==> src/rtl/trail_stack.sv <==
// rtl/trail_stack.sv - LIFO assignment trail with conflict-driven unwinding to the last unflipped decision
module trail_stack #(
  parameter int MAX_VARS      = 64,
  parameter int MAX_VARS_BITS = 6
) (
  input  logic                     clock,
  input  logic                     reset,
  input  logic                     push_valid,
  output logic                     push_ready,
  input  logic [MAX_VARS_BITS-1:0] push_var,
  input  logic                     push_val,
  input  logic                     push_is_dec,
  input  logic [MAX_VARS_BITS-1:0] push_dec_idx,
  input  logic                     conflict,
  output logic                     busy,
  output logic                     unassign_valid,
  output logic [MAX_VARS_BITS-1:0] unassign_var,
  output logic                     done_valid,
  output logic [MAX_VARS_BITS-1:0] back_dec_idx,
  output logic [MAX_VARS_BITS-1:0] flip_var,
  output logic                     flip_val,
  output logic                     unsat,
  output logic [MAX_VARS_BITS:0]   depth
);

  localparam logic [MAX_VARS_BITS:0]   DEPTH_FULL = (MAX_VARS_BITS+1)'(MAX_VARS);
  localparam logic [MAX_VARS_BITS:0]   DEPTH_ONE  = (MAX_VARS_BITS+1)'(1);
  localparam logic [MAX_VARS_BITS-1:0] IDX_ONE    = MAX_VARS_BITS'(1);

  typedef enum logic [1:0] {IDLE, POP, UNSAT} state_t;

  state_t state, state_nxt;

  logic [MAX_VARS_BITS-1:0] var_mem  [MAX_VARS];
  logic                     val_mem  [MAX_VARS];
  logic                     dec_mem  [MAX_VARS];
  logic                     flip_mem [MAX_VARS];
  logic [MAX_VARS_BITS-1:0] idx_mem  [MAX_VARS];

  logic [MAX_VARS_BITS-1:0] wr_idx, top_idx;
  logic                     push_fire, do_flip;
  logic [MAX_VARS_BITS:0]   depth_nxt;
  logic                     unassign_valid_nxt, done_valid_nxt, flip_val_nxt, unsat_nxt;
  logic [MAX_VARS_BITS-1:0] unassign_var_nxt, back_dec_idx_nxt, flip_var_nxt;

  assign push_ready = (state == IDLE) && (depth != DEPTH_FULL);
  assign push_fire  = push_valid && push_ready;
  assign wr_idx     = depth[MAX_VARS_BITS-1:0];
  // Wraps to MAX_VARS-1 when full; the depth==0 case never reads through it.
  assign top_idx    = depth[MAX_VARS_BITS-1:0] - IDX_ONE;

  always_comb begin
    state_nxt          = state;
    depth_nxt          = depth;
    do_flip            = 1'b0;
    unassign_valid_nxt = 1'b0;
    done_valid_nxt     = 1'b0;
    unassign_var_nxt   = unassign_var;
    back_dec_idx_nxt   = back_dec_idx;
    flip_var_nxt       = flip_var;
    flip_val_nxt       = flip_val;
    unsat_nxt          = unsat;
    case (state)
      IDLE: begin
        if (push_fire) depth_nxt = depth + DEPTH_ONE;
        if (conflict)  state_nxt = POP;
      end
      POP: begin
        if (depth == '0) begin
          state_nxt = UNSAT;
          unsat_nxt = 1'b1;
        end else if (dec_mem[top_idx] && !flip_mem[top_idx]) begin
          do_flip          = 1'b1;
          done_valid_nxt   = 1'b1;
          back_dec_idx_nxt = idx_mem[top_idx] + IDX_ONE;
          flip_var_nxt     = var_mem[top_idx];
          flip_val_nxt     = ~val_mem[top_idx];
          state_nxt        = IDLE;
        end else begin
          unassign_valid_nxt = 1'b1;
          unassign_var_nxt   = var_mem[top_idx];
          depth_nxt          = depth - DEPTH_ONE;
        end
      end
      default: state_nxt = UNSAT;
    endcase
  end

  always_ff @(posedge clock or negedge reset) begin
    if (!reset) state <= IDLE;
    else        state <= state_nxt;
  end

  always_ff @(posedge clock or negedge reset) begin
    if (!reset) begin
      depth          <= '0;
      busy           <= 1'b0;
      unassign_valid <= 1'b0;
      unassign_var   <= '0;
      done_valid     <= 1'b0;
      back_dec_idx   <= '0;
      flip_var       <= '0;
      flip_val       <= 1'b0;
      unsat          <= 1'b0;
    end else begin
      depth          <= depth_nxt;
      busy           <= (state_nxt == POP);
      unassign_valid <= unassign_valid_nxt;
      unassign_var   <= unassign_var_nxt;
      done_valid     <= done_valid_nxt;
      back_dec_idx   <= back_dec_idx_nxt;
      flip_var       <= flip_var_nxt;
      flip_val       <= flip_val_nxt;
      unsat          <= unsat_nxt;
    end
  end

  // Trail contents need no reset; depth alone defines which entries are live.
  always_ff @(posedge clock) begin
    if (push_fire) begin
      var_mem[wr_idx]  <= push_var;
      val_mem[wr_idx]  <= push_val;
      dec_mem[wr_idx]  <= push_is_dec;
      flip_mem[wr_idx] <= 1'b0;
      idx_mem[wr_idx]  <= push_dec_idx;
    end else if (do_flip) begin
      val_mem[top_idx]  <= ~val_mem[top_idx];
      flip_mem[top_idx] <= 1'b1;
    end
  end

endmodule

==> config.mk <==
export PLATFORM = sky130hd
export DESIGN_NAME = trail_stack
export DESIGN_NICKNAME = d
export VERILOG_FILES = /design/src/rtl/trail_stack.sv
export SDC_FILE = /design/constraint.sdc
export NUM_CORES = 1
export LEC_CHECK = 0
export CAP_MARGIN = 15
export CORE_ASPECT_RATIO = 0.6
export CORE_MARGIN = 4
export CORE_UTILIZATION = 62
export DETAILED_ROUTE_END_ITERATION = 7
export PLACE_DENSITY_LB_ADDON = 0.12
export SLEW_MARGIN = 15
export SYNTH_ARGS = -nofsm -noshare
export SYNTH_HDL_FRONTEND = slang
export SYNTH_SLANG_ARGS = --single-unit
==> constraint.sdc <==
create_clock -name clock -period 7 [get_ports clock]
set_input_delay 1.05 -clock clock [delete_from_list [all_inputs] [get_ports clock]]
set_output_delay 1.05 -clock clock [all_outputs]
set_load 0.01 [all_outputs]
==> run_results.csv, run 1 <==
group,metric,value,unit
global_route,antenna_found_initial,1,
clocking,postCtsHoldBufs,0,
yosys,syn_inst,1846,
clocking,htree_levels,3,
critical_path,reg2reg_slack,1140,ps
critical_path,criticalPathCategory,"flop to flop",
timing,clock.fmax,171,MHz
timing,period_share,83.7,%
pwr,power.density,449,nW/um^2
timing,slew_headroom,20.3,%
yosys,synth-main-ff-cell,"edfxtp_1",
yosys,syn-num-nets,1872,
drt,routed_wl,93.2,mm
timing,skew,21.2,ps
critical_path,start_kind,"flop",
floorplan,coreArea,62500,sq um
critical_path,crit_family,"compound AO/OA/AOI/OAI gates",
critical_path,critPathBufInv,4,
critical_path,slowest_delay,790,ps
drt,vias,19466,
placement,routabilityCongestion,0.936,
floorplan,io-pin-count,49,
cells_and_area,num_antenna_cells,0,
global_route,grt_max_degree,138,
clocking,clkLatencyLatePin,640,ps
timing,setup_viol,0,
floorplan,start_util,62.6,%
pwr,leakage,13.7,nW
outcome,outcome,"finished, final reports clean",
clocking,path_clk_slew,70,ps
timing,rsz0062_at_grt,"false",
clocking,post-cts-setup-buffers,0,
drt,firstDrtPassIters,8,
clocking,numCtsBuffers,85,
yosys,postSynthAreaPerCell,21.2,sq um
timing,finalSetupTns,0,ps
clocking,tritoncts,"yes",
yosys,yosysUniqueCellTypes,69,
critical_path,crit_arrival,6230,ps
global_route,grt-ovfl-total,0,
clocking,numClockSinks,992,
yosys,syn_area,39100,sq um
clocking,cts-root-buf,"clkbuf_16",
timing,hold_viol_final,0,
clocking,clockBufferDepth,3,
timing,worst_slew_pin_slew,1200,ps
drt,viasPerCell,6.82,
timing,slew_violations,0,
critical_path,crit_required,7370,ps
critical_path,critPathMostFrequentCell,"buf_4",
floorplan,die_w,332,um
hold_path,hold_path_class,"flop to flop",
floorplan,rows,71,
global_route,grt_pass1_wl,137,mm
floorplan,dieArea,67300,sq um
drt,ant_nets,0,
global_route,grt_use_total,28.4,%
cells_and_area,final_layout_size_suffix_gt1_share,26.5,%
job,max-cap-violations,0,
yosys,seq_area_frac_synth,75.7,%
yosys,synth_warnings,0,
placement,dp_hpwl,54.6,mm
critical_path,cpMaxStageDelayCell,"o41ai_4",
drt,route.detailed.drc,0,
drt,wl_per_cell,32.6,um
cells_and_area,area_delta_synth_final,10.9,%
yosys,synthArstFlopShare,3.23,%
yosys,synth-edff-count,960,
clocking,post_cts_resized,0,
floorplan,die_y,203,um
cells_and_area,nets,1970,
pwr,irDropWorstVdd,0.000702,V
critical_path,cp-end-kind,"flop",
timing,hold_ws,490,ps
placement,port_buffers,48,
drt,drt_iter0_drc,3008,
yosys,synth_seq_cells,992,
global_route,first_global_vias,19240,
cells_and_area,fillers,3823,
timing,min_period,5860,ps
critical_path,path_cells,"inv_1, ha_4, nor3b_4, xor2_2, buf_4, mux2_2, a32oi_1, a31oi_1, o41ai_4, a21oi_4, buf_4, nand2_1, o21a_1, buf_4",
critical_path,crit_fanout,48,
[report_power, final]
part	switching [mW]	internal, mW	leakage [nW]
logic	4.38	3.27	3.32
registers	0.205	6.97	9.02
clock network	2.10	2.58	1.33
total	6.69	12.8	13.7
[state kept, by name (all words and copies together) (netlist names)]
register and flops:
back_dec_idx 6, busy 1, dec_mem 64, depth 7
done_valid 1, flip_mem 64, flip_val 1, flip_var 6
idx_mem 384, state 2, unassign_valid 1, unassign_var 6
unsat 1, val_mem 64, var_mem 384
[per-stage QoR]
step                      area [sq um]  utilization, %  cells  setup slack (ps)  power [mW]
after floorplan                  39100               -   1846              1240        12.4
after global placement           40700            65.0   2696              1420        14.8
after detailed placement         40700            65.0   2696              1310        14.9
after CTS                        43400            69.4   2856              1280        19.5
after global routing             43400            69.4   2856               872        20.2
final                            43400            69.4   2856              1140        19.5
[cell usage in the layout (no fill, tap or decap), drive strengths merged, types with 18 or more instances in the layout]
master         synthesis  layout
edfxtp               960     960
nand2b                23      23
clkbuf                38     109
mux2                  18      18
nand3                 20      20
buf                   62      77
mux4                 260     260
dfrtp                 32      32
clkinv                 0      34
nor3                  24      24
nor2                 115     115
clkdlybuf4s50          0      34
nand2                 73      73
a21oi                 18      18
inv                   30      35
[final timing paths]
check                                      from                    end  depth (start not counted)
hold / removal               state[1]$_DFF_PN0_     state[1]$_DFF_PN0_                          1
max in group asynchronous                 reset   depth[0]$_DFFE_PN0P_                          1
min in group asynchronous                 reset   depth[1]$_DFFE_PN0P_                          1
setup reg to reg           depth[0]$_DFFE_PN0P_  val_mem[31]$_DFFE_PP_                         14
setup / recovery           depth[0]$_DFFE_PN0P_  val_mem[31]$_DFFE_PP_                         14
hold reg to reg              state[1]$_DFF_PN0_     state[1]$_DFF_PN0_                          1
[kinds of logic after synthesis]
kind of cell	after synthesis	share of synthesized area, %
AND/OR/NAND/NOR	301	3.59
flip-flops	992	75.7
XOR/XNOR	17	0.419
buffers and inverters	130	1.71
multiplexers	288	15.8
adder cells (fa/ha/maj)	8	0.275
AO/OA/AOI/OAI	110	2.49
[routing by layer]
metal	track usage [%]	wire length [um]	up-vias
li1	-	-	7833
met1	44.6	37800	10222
met2	41.9	42500	1267
met3	6.69	11000	144
met4	6.20	1880	0
met5	0	0	-
[synthesized netlist by cell type (7+ instances only)]
| master | n | share of area (%) |
|---|---|---|
| nand3_1 | 20 | 0.26 |
| ha_1 | 7 | 0.22 |
| nor3_1 | 23 | 0.29 |
| a21oi_1 | 17 | 0.22 |
| mux2_4 | 9 | 0.35 |
| edfxtp_1 | 960 | 74 |
| o21ai_0 | 9 | 0.12 |
| dfrtp_1 | 32 | 2.0 |
| mux2i_1 | 10 | 0.26 |
| a31oi_1 | 7 | 0.11 |
| o221ai_1 | 17 | 0.38 |
| o32ai_1 | 12 | 0.27 |
| buf_2 | 29 | 0.37 |
| nand2b_1 | 23 | 0.37 |
| nand2_1 | 73 | 0.70 |
| buf_4 | 19 | 0.36 |
| nor2_1 | 115 | 1.1 |
| a21o_1 | 8 | 0.15 |
| mux2_2 | 9 | 0.26 |
| clkbuf_1 | 38 | 0.36 |
| nor3b_1 | 16 | 0.31 |
| mux4_2 | 260 | 15 |
| inv_1 | 30 | 0.29 |
| xnor2_1 | 11 | 0.25 |
[final cells by class]
class / count / area, sq um / area share (%)
clock buffer: 109 / 2280 / 5.25
clock inverter: 51 / 458 / 1.05
inverter: 30 / 113 / 0.259
multi-input combinational: 724 / 8960 / 20.6
sequential: 992 / 29600 / 68.3
tap: 839 / 1050 / 2.42
timing repair buffer: 111 / 916 / 2.11
[worst register-to-register path: stages, from the launching register on]
cell	delay, ps
dfrtp_4	630
inv_1	280
ha_4	240
nor3b_4	310
xor2_2	610
buf_4	300
mux2_2	350
a32oi_1	150
a31oi_1	140
o41ai_4	790
a21oi_4	260
buf_4	350
nand2_1	160
o21a_1	490
buf_4	510
Power figures use the tool's default switching activity.
==> run 2: changes to the inputs <==
==> constraint.sdc (replaced) <==
create_clock -name clock -period 5.7 [get_ports clock]
set_input_delay 0.855 -clock clock [delete_from_list [all_inputs] [get_ports clock]]
set_output_delay 0.855 -clock clock [all_outputs]
set_load 0.01 [all_outputs]
==> run_results.csv, run 2 (synthesized netlist as in run 1, its figures left out) <==
group,metric,value,unit
global_route,grt_max_degree,79,
critical_path,cpMaxStageDelayCell,"o21a_2",
clocking,post_cts_resized,0,
critical_path,start_kind,"flop",
critical_path,crit_arrival,5440,ps
drt,vias,19493,
cells_and_area,nets,2010,
pwr,power_frac_comb,39.5,%
pwr,p_clk_share,23.7,%
cells_and_area,largestRegisters,"idx_mem (384), var_mem (384)",
timing,hold_ws,328,ps
pwr,p_int,15.8,mW
pwr,p_seq_share,36.8,%
timing,finalSetupTns,0,ps
timing,hold_viol_final,0,
clocking,clkLatencyLatePin,630,ps
critical_path,criticalPathCategory,"flop to flop",
floorplan,start_util,62.6,%
timing,skew,17.9,ps
clocking,clockBufferDepth,3,
floorplan,die_y,203,um
floorplan,io-pin-count,49,
critical_path,crit_required,6160,ps
job,max-cap-violations,0,
cells_and_area,final_cell_mix,"edfxtp_1, mux4_2, nor2_1",
critical_path,reg2regPathDepth,12,
drt,wl_met3,10.8,mm
pwr,irDropWorstVdd,0.000458,V
floorplan,rows,71,
timing,rsz0062_at_grt,"false",
cells_and_area,area_delta_synth_final,11.4,%
floorplan,dieArea,67300,sq um
drt,routed_wl,93.1,mm
placement,routabilityCongestion,0.970,
drt,drt_iter0_drc,2976,
drt,route.detailed.drc,0,
timing,clock.fmax,201,MHz
clocking,post-cts-setup-buffers,0,
placement,dp_hpwl,55.8,mm
clocking,cts-root-buf,"clkbuf_16",
drt,viasPerCell,6.75,
timing,worst_slew_pin_slew,1150,ps
pwr,power.density,546,nW/um^2
cells_and_area,num_antenna_cells,0,
pwr,switching_power,8.02,mW
global_route,grt_pass1_wl,137,mm
hold_path,hold_path_class,"input pin to async pin",
pwr,leakage,13.9,nW
global_route,first_global_vias,19359,
clocking,tritoncts,"yes",
global_route,grt-ovfl-total,0,
timing,min_period,4980,ps
cells_and_area,fillers,3788,
cells_and_area,final_common_cell,"edfxtp_1",
critical_path,path_cells,"buf_12, buf_4, nand2_1, o221ai_1, o21ai_0, o21ai_0, o311ai_0, a21o_1, a21oi_4, buf_12, o21a_2, buf_4",
placement,port_buffers,48,
drt,top_layer,"met5",
clocking,path_clk_slew,70,ps
timing,setup_viol,0,
critical_path,cp-end-kind,"flop",
critical_path,crit_fanout,78,
timing,period_share,87.3,%
drt,wl_per_cell,32.2,um
floorplan,coreArea,62500,sq um
timing,slew_violations,0,
clocking,numClockSinks,992,
timing,slew_headroom,23.2,%
drt,wl_met2,42.5,mm
critical_path,slowest_delay,670,ps
drt,ant_nets,0,
global_route,grt_use_total,28.3,%
clocking,numCtsBuffers,85,
outcome,outcome,"finished, final reports clean",
clocking,htree_levels,3,
drt,firstDrtPassIters,5,
floorplan,die_w,332,um
cells_and_area,final_layout_size_suffix_gt1_share,26.4,%
global_route,antenna_found_initial,5,
drt,drt-met1-wl,38.1,mm
pwr,swShare,33.7,%
clocking,postCtsHoldBufs,0,
-- run 2: changes by cell type in the layout (fill, tap and decap cells not counted), moves of 3 or more --
cell / delta
clkbuf_1: -5
clkinv_1: +4
nor2_1: +28
buf_4: +37
nor2_2: -28
clkbuf_16: -3
clkinvlp_4: -4
buf_12: +3
inv_6: -3
-- run 2: final timing paths --
path	start	end	slack (ps)
max in group asynchronous	reset	depth[0]$_DFFE_PN0P_	4750
hold reg to reg	state[1]$_DFF_PN0_	state[1]$_DFF_PN0_	480
hold / removal	reset	busy$_DFF_PN0_	330
min in group clock	state[1]$_DFF_PN0_	state[1]$_DFF_PN0_	480
setup / recovery	depth[0]$_DFFE_PN0P_	val_mem[9]$_DFFE_PP_	720
setup reg to reg	depth[0]$_DFFE_PN0P_	val_mem[9]$_DFFE_PP_	720
-- run 2: power by group through the flow --
stage / registers [mW] / logic (mW) / clock network, mW
after floorplan: 8.85 / 6.42 / 0
after global placement: 8.90 / 9.22 / 0
after detailed placement: 8.91 / 9.31 / 0
after CTS: 8.76 / 9.39 / 5.74
after global routing: 8.78 / 9.91 / 6.05
final: 8.77 / 9.40 / 5.65
-- run 2: through the flow --
stage	area, sq um	utilization, %	power (mW)	setup WS [ps]	std cells
6_report	43600	69.7	23.8	723	2888
2_1_floorplan	39100	-	15.3	400	1846
3_5_place_dp	40900	65.4	18.2	807	2735
3_3_place_gp	40900	65.4	18.1	876	2735
5_1_grt	43600	69.7	24.8	380	2888
4_1_cts	43600	69.7	23.9	768	2887
-- run 2: routing by layer --
metal	up-vias	GRT usage (%)
met5	-	0
met1	10335	45.3
met4	6	6.03
met2	1124	41.1
met3	119	6.22
li1	7909	-
-- run 2: layout make-up --
cell class                      count  area [sq um]  area share [%]
Sequential cell                   992         29600            67.9
Multi-Input combinational cell    724          8890            20.4
Clock buffer                      102          2200            5.05
Timing Repair Buffer              151          1250            2.87
Tap cell                          839          1050            2.41
Clock inverter                     50           469            1.08
Inverter                           30           113           0.258
-- run 2: worst max-delay path, delay by kind of cell, from the launching register on --
family	cells	cell delay, ps
DFF	1	440
AOI/OAI and AO/OA	7	2450
and+or+nand+nor	1	140
buffers and inverters	4	1680
